### src/rtl/ifetch_prefetch.sv
// ifetch_prefetch: instruction fetch front end with a DEPTH-entry {pc, instruction} prefetch FIFO
//   clk, rst (async, active-low)
//   imem_req/imem_addr/imem_gnt/imem_rvalid/imem_rdata : instruction memory, one request in flight
//   redirect_valid/redirect_pc                         : flush and restart fetch
//   inst_valid/inst_data/inst_pc/inst_ready            : downstream valid/ready stream
//   Optional: define IFETCH_BYPASS_EN to forward a response to an empty FIFO's output in the same cycle.
module ifetch_prefetch #(
  parameter int          DEPTH    = 4,
  parameter logic [31:0] RESET_PC = 32'h0000_0000
) (
  input  logic        clk,
  input  logic        rst,
  output logic        imem_req,
  output logic [31:0] imem_addr,
  input  logic        imem_gnt,
  input  logic        imem_rvalid,
  input  logic [31:0] imem_rdata,
  input  logic        redirect_valid,
  input  logic [31:0] redirect_pc,
  output logic        inst_valid,
  output logic [31:0] inst_data,
  output logic [31:0] inst_pc,
  input  logic        inst_ready
);
  localparam int AW = $clog2(DEPTH);
  typedef enum logic [1:0] {FETCH, WAIT, DISCARD} state_t;
  state_t state, state_nxt;
  logic [31:0] fetch_pc, resp_pc;
  logic [31:0] pc_q [DEPTH];
  logic [31:0] data_q [DEPTH];
  logic [AW-1:0] wr_ptr, rd_ptr;
  logic [AW:0] count;
  logic has_head, gnt_fire, resp, bypass, push, pop;
  assign has_head = count != '0;
  assign imem_req = rst && state == FETCH && count < (AW+1)'(DEPTH);
  assign imem_addr = fetch_pc;
  assign gnt_fire = imem_req && imem_gnt;
  assign resp = state == WAIT && imem_rvalid;
  // fetch_pc advanced on the grant and only changes again on a redirect, which drops the response
  assign resp_pc = fetch_pc - 32'd4;
`ifdef IFETCH_BYPASS_EN
  assign bypass = !has_head && resp && !redirect_valid;
`else
  assign bypass = 1'b0;
`endif
  assign inst_valid = has_head || bypass;
  assign inst_data = has_head ? data_q[rd_ptr] : bypass ? imem_rdata : '0;
  assign inst_pc = has_head ? pc_q[rd_ptr] : bypass ? resp_pc : '0;
  assign pop = has_head && inst_ready;
  assign push = resp && !redirect_valid && !(bypass && inst_ready);
  // a redirect must still absorb a response that is in flight, hence DISCARD
  always_comb begin
    state_nxt = redirect_valid ? ((gnt_fire || (state != FETCH && !imem_rvalid)) ? DISCARD : FETCH)
              : gnt_fire ? WAIT
              : (state != FETCH && imem_rvalid) ? FETCH
              : state;
  end
  always_ff @(posedge clk or negedge rst) begin
    if (!rst) begin
      state <= FETCH;
      fetch_pc <= RESET_PC;
      wr_ptr <= '0;
      rd_ptr <= '0;
      count <= '0;
    end else begin
      state <= state_nxt;
      fetch_pc <= redirect_valid ? {redirect_pc[31:2], 2'b00} : gnt_fire ? fetch_pc + 32'd4 : fetch_pc;
      wr_ptr <= redirect_valid ? '0 : wr_ptr + AW'(push);
      rd_ptr <= redirect_valid ? '0 : rd_ptr + AW'(pop);
      count <= redirect_valid ? '0 : count + (AW+1)'(push) - (AW+1)'(pop);
    end
  end
  always_ff @(posedge clk) begin
    if (push) begin
      data_q[wr_ptr] <= imem_rdata;
      pc_q[wr_ptr] <= resp_pc;
    end
  end
endmodule

### config.mk
export PLATFORM = sky130hd
export DESIGN_NAME = ifetch_prefetch
export DESIGN_NICKNAME = d
export VERILOG_FILES = /design/src/rtl/ifetch_prefetch.sv
export SDC_FILE = /design/constraint.sdc
export NUM_CORES = 1
export LEC_CHECK = 0
export CAP_MARGIN = 5
export CELL_PAD_IN_SITES_DETAIL_PLACEMENT = 1
export CELL_PAD_IN_SITES_GLOBAL_PLACEMENT = 2
export CORE_ASPECT_RATIO = 0.75
export CORE_UTILIZATION = 25
export DETAILED_ROUTE_END_ITERATION = 8
export GPL_TIMING_DRIVEN = 0
export HOLD_SLACK_MARGIN = 0.08
export PLACE_DENSITY_LB_ADDON = 0.1
export REMOVE_ABC_BUFFERS = 1
export SYNTH_ARGS = -nofsm -noshare
export SYNTH_HDL_FRONTEND = slang
export SYNTH_SLANG_ARGS = --single-unit
### constraint.sdc
create_clock -name clk -period 9.31 [get_ports clk]
set_input_delay 0.931 -clock clk [delete_from_list [all_inputs] [get_ports clk]]
set_output_delay 0.931 -clock clk [all_outputs]
set_load 0.01 [all_outputs]
* Yosys cells after proc, flatten, opt, wreduce, memory -nomap -nowiden
Memories as Yosys holds them, arrays and structs flattened.
Index checks and enable logic that the tools add are counted.
** Cells by class
- $add $sub $neg :: 6
- $lt $le $gt $ge :: 1
- Eq/ne operators :: 1
- Mux-type cells :: 13
- Reduce and logical (&&, ||, !) cells :: 16
** Operators with widths (number)
- $mux 32 :: 4
- $add 32x3->32 const B :: 1
- $sub 32x3->32 const B :: 1
- $mux 2 :: 6
- $logic_and 1x1->1 :: 8
- $reduce_bool 3->1 :: 2
- $add 2x1->2 :: 2
- $reduce_bool 2->1 :: 2
- $add 3x1->3 :: 1
- $lt 3x3->1 const B :: 1
- $mux 3 :: 1
- $sub 3x1->3 :: 1
- $eq 2x1->1 const B :: 1
- $logic_not 1->1 :: 2
- $logic_not 2->1 :: 1
- $mux 1 :: 2
- $logic_or 1x1->1 :: 1
** Word-level totals
- Register bits :: 41
- RAM bits :: 256
- Output and inout port bits :: 98
- Word-level logic and storage cells :: 44
- Memories kept :: 2
** Memories
- data_q :: words 4, bits a word 32, rd ports 1, clocked after Yosys merged registers in 0, write ports 1, line 30 : logic [31:0] data_q [DEPTH];
- pc_q :: words 4, bits a word 32, rd ports 1, clocked after Yosys merged registers in 0, write ports 1, line 29 : logic [31:0] pc_q [DEPTH];

* Logic depth before layout (Yosys ltp)
Gate-level depths: netlist of the first run.
- Word-level depth :: 7
- Depth in mapped cells :: 10

* Worst setup path before layout of the first run
OpenSTA, ideal clock, no wires.
- Path type :: input port to flip-flop
- From :: input port redirect_valid
- To :: memory data_q[2][0], enable pin
- Data arrival time :: 6034 ps
- Data required time :: 8739 ps
- Setup slack :: 2704 ps
- Cell stages on the path :: 4
- Cell sequence :: clkbuf_1 > inv_2 > nand4_1 > nor3b_1
** Between the ends
- Longest elaborated chain between the ends :: 4
** RTL lines
- start, declared :: line 18 : input logic redirect_valid,
- $logic_not 1->1 :: line 50 : assign push = resp && !redirect_valid && !(bypass && inst_ready);
- $logic_and 1x1->1 :: line 50
- $mux 1 :: line 74 : if (push) begin
- $mux 1 (implied by the code) :: line 75 : data_q[wr_ptr] <= imem_rdata;
- end, declared :: line 30
No other way between the ends.

* Worst setup path after layout of the first run
- From :: register rd_ptr[0]
- To :: output port inst_pc[17]
** Between the ends
- Longest elaborated chain between the ends :: 2
** RTL lines
- start, declared :: line 31 : logic [AW-1:0] wr_ptr, rd_ptr;
- start signal, assigned :: line 69 : rd_ptr <= redirect_valid ? '0 : rd_ptr + AW'(pop);
- $mem_v2 4x32
- $mux 32 :: line 48 : assign inst_pc = has_head ? pc_q[rd_ptr] : bypass ? resp_pc : '0;
- end, declared :: line 22 : output logic [31:0] inst_pc,
No other way between the ends.

==> tab_implementation.tex, run 1 <==
\begin{tabular}{lr}
\hline
Metric & Value \\
\hline
\multicolumn{2}{l}{\textbf{Timing}} \\
Final hold vios & 0 \\
Worst slack on hold paths & 0.374 ns \\
Tmin final & 4.00 ns \\
Setup Viol. Count Final & 0 \\
Setup repair after global routing missed its margin & no \\
Worst clock skew & 0.0134 ns \\
Slew Viols, Final & 0 \\
Fmax & 250 MHz \\
Actual transition at the worst max-transition pin & 1.25 ns \\
Post-route worst setup slack & 5.31 ns \\
Slew headroom & 0.160 \\
Final cycle utilization of the critical path & 0.430 \\
\multicolumn{2}{l}{\textbf{Die}} \\
Total die area & 0.0492 mm² \\
Horizontal die dimension & 256 µm \\
I/O pin count & 168 \\
Count of standard-cell rows & 69 \\
CORE AREA & 0.0475 mm² \\
Die H & 192 µm \\
Initial standard-cell utilization of the core & 0.254 \\
\multicolumn{2}{l}{\textbf{Routing}} \\
WL met1 & 14,800 µm \\
Number of search-and-repair iterations in the first detailed-routing pass & 4 \\
Antenna viol nets, final & 0 \\
Highest routing layer actually used & met4 \\
DRC violation count after routing & 0 \\
Drt initial violations & 256 \\
Vias after detailed routing & 6,835 \\
Overall routed net length & 32,800 µm \\
Avg WL per Cell & 21.0 µm \\
Met2 wire len & 16,200 µm \\
Total met3 wirelength after detailed routing & 1240 µm \\
Routed via count divided by cell count & 4.38 \\
\multicolumn{2}{l}{\textbf{Synth}} \\
Distinct cell type count after synthesis & 43 \\
Number of enable flip-flop cells after synthesis & 248 \\
Primary FF master, synth & sky130\_fd\_sc\_hd\_\_edfxtp\_1 \\
Most common library cells after synthesis & sky130\_fd\_sc\_hd\_\_edfxtp\_1 (248), sky130\_fd\_sc\_hd\_\_nor2b\_1 (67), sky130\_fd\_sc\_hd\_\_mux4\_2 (62) \\
Top-area cell type share of the netlist area & 0.617 \\
Sequential share of the synthesized area & 0.698 \\
Synthesis warning total & 0 \\
Post-synthesis area per instance & 16.9 µm² \\
Cell types with the largest area share after synthesis & sky130\_fd\_sc\_hd\_\_edfxtp\_1 (62\%), sky130\_fd\_sc\_hd\_\_mux4\_2 (12\%), sky130\_fd\_sc\_hd\_\_dfrtp\_1 (8.1\%), sky130\_fd\_sc\_hd\_\_nor2b\_1 (3.5\%), sky130\_fd\_sc\_hd\_\_xnor2\_1 (2.1\%) \\
Dominant cell by count in the synthesized netlist & sky130\_fd\_sc\_hd\_\_edfxtp\_1 \\
Syn Inst Count & 713 \\
Cell area after synthesis & 0.0121 mm² \\
Flops \& latches, synth & 287 \\
Most area-hungry cell type in the Yosys netlist & sky130\_fd\_sc\_hd\_\_edfxtp\_1 \\
Fraction of registers with async set or reset after synthesis & 0.136 \\
\multicolumn{2}{l}{\textbf{Setup path}} \\
Path type of the worst setup path & register to output port \\
CP max-delay cell & sky130\_fd\_sc\_hd\_\_dfrtp\_4 \\
Maximum net fanout on the critical path & 33 \\
Cell-by-cell trace of the critical path & buf\_16, mux4\_2, nor2b\_1, clkdlybuf4s50\_1 \\
Largest stage delay on the critical path & 0.91 ns \\
Count of buffer and inverter cells on the critical path & 2 \\
Endpoint type of the worst setup path & output port \\
Family of cells with the greatest summed delay on the critical path & flip-flops \\
WP data required & 8.38 ns \\
Type of element launching the critical path & register \\
Data arrival time of the critical path & 3.07 ns \\
\multicolumn{2}{l}{\textbf{Power}} \\
Net Sw Power & 0.00109 W \\
Power, Total & 0.00394 W \\
Leakage Power & 5.17 nW \\
Worst VDD drop & 0.000102 V \\
Power density over the cells & 249 mW/mm² \\
Comb power frac & 0.275 \\
Net switching fraction of the power & 0.276 \\
Share of total power in sequential cells & 0.390 \\
Part of the power in the clock network & 0.335 \\
Internal power & 0.00285 W \\
\multicolumn{2}{l}{\textbf{Finish}} \\
Nets@finish & 976 \\
Antenna fix cells & 0 \\
Non-filler cells, final & 1,562 \\
Layout overhead on the synthesized area & 31.3\% \\
Layout cells sized above 1 & 0.179 \\
FF/Latch Area & 0.00843 mm² \\
Filler cells & 4,828 \\
Multi-input logic area & 0.00343 mm² \\
\multicolumn{2}{l}{\textbf{Run status}} \\
Status & finished clean \\
\multicolumn{2}{l}{\textbf{CTS}} \\
Buffer type at the clock tree root & sky130\_fd\_sc\_hd\_\_clkbuf\_16 \\
Cts hold-fix bufs & 0 \\
Buffers from clock root to sink, at most & 3 \\
Clk sinks & 287 \\
Clock tree from TritonCTS & built \\
Number of CTS-inserted buffers & 34 \\
CTS clock-pin slew for the worst setup and hold paths & 0.06 ns \\
Gates resized, CTS repair & 0 \\
Post-CTS setup buffer count & 0 \\
Maximum level of the CTS H-tree & 2 \\
Clock latency on the worst-skew pair & 0.52 ns \\
\multicolumn{2}{l}{\textbf{Min path}} \\
Tightest Hold Check Type & primary input to async pin \\
\multicolumn{2}{l}{\textbf{Global route}} \\
Global-route wire length before repair & 49,400 µm \\
Overall track demand over capacity in global routing & 0.135 \\
Final global-route overflow total & 0 \\
Via count of the first global-routing pass & 7,754 \\
Pin count of the biggest net entering global routing & 48 \\
Number of antenna violations at the first check in global routing & 0 \\
\multicolumn{2}{l}{\textbf{Placement}} \\
Placed insts & 1,502 \\
Post-DP HPWL & 22,100 µm \\
PortBufs & 161 \\
Worst slack at placement & 5.50 ns \\
Routability congestion estimate from global placement & 0.706 \\
\multicolumn{2}{l}{\textbf{Flow run}} \\
Number of maximum-capacitance violations & 0 \\
\hline
\end{tabular}
-- sequential cells by signal, indices dropped and copies added (netlist names) --
name       cells
pc_q         120
state          2
count          3
data_q       128
wr_ptr         2
imem_addr     30
rd_ptr         2
-- final timing paths --
kind | depth (start not counted) | slack [ns] | startpoint | endpoint
worst max-delay path | 4 | 5.31 | rd_ptr[0]$_DFF_PN0_ | inst_pc[17]
worst min-delay path | 1 | 0.37 | rst | imem_addr[23]$_DFFE_PN0P_
worst max register to register | 5 | 6.16 | imem_addr[4]$_DFFE_PN0P_ | pc_q[1][29]$_DFFE_PP_
worst min register to register | 2 | 0.56 | state[1]$_DFFE_PN0P_ | state[1]$_DFFE_PN0P_
max in group asynchronous | 2 | 8.41 | rst | rd_ptr[1]$_DFF_PN0_
min in group clk | 2 | 0.56 | state[1]$_DFFE_PN0P_ | state[1]$_DFFE_PN0P_
-- worst reg2reg max path, delay by kind of cell (launching register included) --
family / cells / cell delay (ns)
flops: 1 / 0.56
simple gates: 4 / 2.08
xor+xnor: 1 / 0.30
-- kinds of logic (layout without fill, tap and decap cells) --
| family | count (synthesis) | in the layout | share of synthesized area |
|---|---|---|---|
| adder cells (fa/ha/maj) | 7 | 7 | 0.00787 |
| AO/OA/AOI/OAI | 29 | 29 | 0.0128 |
| XOR/XNOR | 58 | 58 | 0.0421 |
| other | 1 | 4 | 0.000311 |
| flip-flops | 287 | 287 | 0.698 |
| multiplexers | 69 | 69 | 0.122 |
| buffers and inverters | 58 | 265 | 0.0212 |
| AND/OR/NAND/NOR | 204 | 204 | 0.0961 |
-- layer usage --
metal,track usage,up-vias
li1,-,3082
met2,0.232,124
met5,0,-
met3,0.0265,47
met1,0.175,3582
met4,0.0380,0
-- cell type report --
cell class | instances | area share
clock buffers | 40 | 0.0564
flip-flops and latches | 287 | 0.532
well taps | 639 | 0.0504
repair buffers | 191 | 0.128
inverters | 14 | 0.00332
multi-input cells | 371 | 0.217
clock inverters | 20 | 0.0128
-- cell usage in the layout (no fill, tap or decap), types with 7 or more instances in the layout --
cell type / n
sky130_fd_sc_hd__edfxtp_1: 248
sky130_fd_sc_hd__nor2_1: 22
sky130_fd_sc_hd__nor3_1: 13
sky130_fd_sc_hd__nor2b_1: 67
sky130_fd_sc_hd__clkdlybuf4s50_1: 159
sky130_fd_sc_hd__inv_1: 13
sky130_fd_sc_hd__buf_6: 18
sky130_fd_sc_hd__clkinv_1: 7
sky130_fd_sc_hd__nand2_1: 39
sky130_fd_sc_hd__clkbuf_16: 35
sky130_fd_sc_hd__o21ai_0: 24
sky130_fd_sc_hd__xnor2_1: 29
sky130_fd_sc_hd__dfrtp_1: 37
sky130_fd_sc_hd__nand4_1: 16
sky130_fd_sc_hd__xor2_1: 29
sky130_fd_sc_hd__mux4_2: 62
-- metrics by stage --
step                setup TNS [ns]  cell area [µm²]  utilization
floorplan                        0            11900            -
global placement           -649.79            14300        0.301
detailed placement               0            14800        0.311
CTS                              0            15800        0.334
global route                     0            15800        0.334
finish                           0            15800        0.334
-- power by group through the flow --
stage / combinational (W) / sequential [W] / clock, W
2_1_floorplan: 0.000507 / 0.00157 / 0
3_3_place_gp: 0.00103 / 0.00162 / 0
3_5_place_dp: 0.00112 / 0.00157 / 0
4_1_cts: 0.00112 / 0.00154 / 0.00137
5_1_grt: 0.00118 / 0.00155 / 0.00141
6_report: 0.00108 / 0.00154 / 0.00132
No activity file was read; power rests on OpenSTA's default activity.
==> run 2, diff against run 1 <==
==> constraint.sdc (replaced) <==
create_clock -name clk -period 3.8 [get_ports clk]
set_input_delay 0.38 -clock clk [delete_from_list [all_inputs] [get_ports clk]]
set_output_delay 0.38 -clock clk [all_outputs]
set_load 0.01 [all_outputs]
==> tab_implementation.tex, run 2 (same netlist as run 1, synthesis figures left out) <==
\begin{tabular}{lr}
\hline
Metric & Value \\
\hline
\multicolumn{2}{l}{\textbf{Timing}} \\
Setup tns final & 0 ns (unchanged) \\
Fmax & 290 MHz \\
Slew headroom & 0.204 (+0.0443) \\
Final cycle utilization of the critical path & 0.908 \\
Post-route worst setup slack & 0.348 ns (-4.96 ns) \\
Actual transition at the worst max-transition pin & 1.18 ns (-0.0659 ns) \\
Final hold vios & 0 (unchanged) \\
Setup repair after global routing missed its margin & no \\
Tmin final & 3.45 ns \\
Setup Viol. Count Final & 0 (unchanged) \\
Slew Viols, Final & 0 (unchanged) \\
Worst clock skew & 0.0138 ns (+0.000473 ns) \\
\multicolumn{2}{l}{\textbf{Power}} \\
Worst VDD drop & 0.000251 V (+150\%) \\
Leakage Power & 5.17 nW (about the same) \\
Power density over the cells & 609 mW/mm² (+140\%) \\
\multicolumn{2}{l}{\textbf{Finish}} \\
Leading cell type in the layout, fill and taps excluded & sky130\_fd\_sc\_hd\_\_edfxtp\_1 \\
Antenna fix cells & 0 (unchanged) \\
Most frequent cells in the layout & sky130\_fd\_sc\_hd\_\_edfxtp\_1 (248), sky130\_fd\_sc\_hd\_\_clkdlybuf4s50\_1 (159), sky130\_fd\_sc\_hd\_\_nor2b\_1 (67) \\
Layout cells sized above 1 & 0.179 (-0.000193) \\
Number of flip-flops in the largest register & 128 (unchanged) \\
Layout overhead on the synthesized area & 31.3\% (about the same) \\
Nets@finish & 977 (+0.10\%) \\
Non-filler cells, final & 1,563 (+0.064\%) \\
Register ranked first by flip-flop count & data\_q \\
\multicolumn{2}{l}{\textbf{CTS}} \\
Buffers from clock root to sink, at most & 3 (unchanged) \\
Clk sinks & 287 (unchanged) \\
Gates resized, CTS repair & 0 (unchanged) \\
Number of CTS-inserted buffers & 34 (unchanged) \\
CTS clock-pin slew for the worst setup and hold paths & 0.06 ns (about the same) \\
Post-CTS setup buffer count & 0 (unchanged) \\
Buffer type at the clock tree root & sky130\_fd\_sc\_hd\_\_clkbuf\_16 \\
Clock latency on the worst-skew pair & 0.52 ns (about the same) \\
Clock tree from TritonCTS & built \\
Maximum level of the CTS H-tree & 2 (unchanged) \\
Cts hold-fix bufs & 1 (+1) \\
\multicolumn{2}{l}{\textbf{Die}} \\
CORE AREA & 0.0475 mm² (unchanged) \\
Initial standard-cell utilization of the core & 0.254 (unchanged) \\
I/O pin count & 168 (unchanged) \\
Die H & 192 µm (unchanged) \\
Count of standard-cell rows & 69 (unchanged) \\
Total die area & 0.0492 mm² (unchanged) \\
Horizontal die dimension & 256 µm (unchanged) \\
\multicolumn{2}{l}{\textbf{Routing}} \\
Routed via count divided by cell count & 4.38 (about the same) \\
Vias after detailed routing & 6,840 (+0.073\%) \\
Antenna viol nets, final & 0 (unchanged) \\
Number of search-and-repair iterations in the first detailed-routing pass & 4 (unchanged) \\
DRC violation count after routing & 0 (unchanged) \\
Drt initial violations & 255 (-0.39\%) \\
Overall routed net length & 32,800 µm (about the same) \\
Avg WL per Cell & 21.0 µm (about the same) \\
\multicolumn{2}{l}{\textbf{Global route}} \\
Pin count of the biggest net entering global routing & 48 (unchanged) \\
Global-route wire length before repair & 49,400 µm (about the same) \\
Via count of the first global-routing pass & 7,760 (+0.077\%) \\
Overall track demand over capacity in global routing & 0.135 (about the same) \\
Number of antenna violations at the first check in global routing & 0 (unchanged) \\
Final global-route overflow total & 0 (unchanged) \\
\multicolumn{2}{l}{\textbf{Setup path}} \\
Data arrival time of the critical path & 3.07 ns (about the same) \\
Path type of the worst setup path & register to output port \\
Endpoint type of the worst setup path & output port \\
Type of element launching the critical path & register \\
Maximum net fanout on the critical path & 33 (unchanged) \\
WP data required & 3.42 ns (-4.96 ns) \\
\multicolumn{2}{l}{\textbf{Placement}} \\
Routability congestion estimate from global placement & 0.706 (unchanged) \\
Placed insts & 1,502 (unchanged) \\
PortBufs & 161 (unchanged) \\
Post-DP HPWL & 22,100 µm (unchanged) \\
Worst slack at placement & 0.473 ns (-5.03 ns) \\
\multicolumn{2}{l}{\textbf{Flow run}} \\
Number of maximum-capacitance violations & 0 (unchanged) \\
\multicolumn{2}{l}{\textbf{Min path}} \\
Tightest Hold Check Type & primary input to register \\
\multicolumn{2}{l}{\textbf{Run status}} \\
Status & finished clean \\
\hline
\end{tabular}
## run 2: cell types whose count changed in the layout (fill, tap and decap cells not counted), sizes merged
cell         before  now
dlygate4sd3       0    1
## run 2: where the power goes
part / internal [W] / leakage (nW) / switching (W)
Sequential: 0.00353 / 2.71 / 0.000237
Combinational: 0.00151 / 1.93 / 0.00115
Clock: 0.00195 / 0.529 / 0.00129
Total: 0.00699 / 5.17 / 0.00267
## run 2: worst paths after layout
kind                                          start                         to  slack [ns]  cells after the start
setup / recovery                rd_ptr[0]$_DFF_PN0_                inst_pc[17]        0.35                      4
hold / removal                       redirect_valid   imem_addr[2]$_DFFE_PN0P_        0.23                      3
setup reg to reg           imem_addr[4]$_DFFE_PN0P_      pc_q[1][29]$_DFFE_PP_        0.65                      5
hold reg to reg                state[1]$_DFFE_PN0P_       state[1]$_DFFE_PN0P_        0.56                      2
max in group asynchronous                       rst        rd_ptr[1]$_DFF_PN0_        2.92                      3
min in group asynchronous                       rst  imem_addr[23]$_DFFE_PN0P_        0.35                      2
## run 2: layout make-up
class                      count  area, µm²
clock buffer                  40        895
clock inverter                20        203
fill                        4825      31600
inverter                      14       52.6
multi-input combinational    371       3430
sequential                   287       8430
tap                          639        800
timing repair buffer         192       2040
## run 2: worst max-delay path, stage by stage (launching register included)
cell                              delay, ns
sky130_fd_sc_hd__dfrtp_4               0.91
sky130_fd_sc_hd__buf_16                0.34
sky130_fd_sc_hd__mux4_2                0.54
sky130_fd_sc_hd__nor2b_1               0.15
sky130_fd_sc_hd__clkdlybuf4s50_1       0.57
## run 2: stage by stage
| stage | hold slack (ns) | power, W | utilization | area [µm²] |
|---|---|---|---|---|
| after floorplan | 0.0844 | 0.00504 | - | 11900 |
| after global placement | 0.540 | 0.00521 | 0.301 | 14300 |
| after detailed placement | 0.353 | 0.00658 | 0.311 | 14800 |
| after CTS | 0.204 | 0.00988 | 0.334 | 15900 |
| after global routing | 0.258 | 0.0101 | 0.334 | 15900 |
| final | 0.233 | 0.00966 | 0.334 | 15900 |
## run 2: per-layer routing
| metal | vias up | share of wire | track usage |
|---|---|---|---|
| li1 | 3084 | - | - |
| met1 | 3581 | 0.45 | 0.175 |
| met2 | 128 | 0.49 | 0.232 |
| met3 | 47 | 0.037 | 0.0265 |
| met4 | 0 | 0.020 | 0.0380 |
| met5 | - | 0 | 0 |
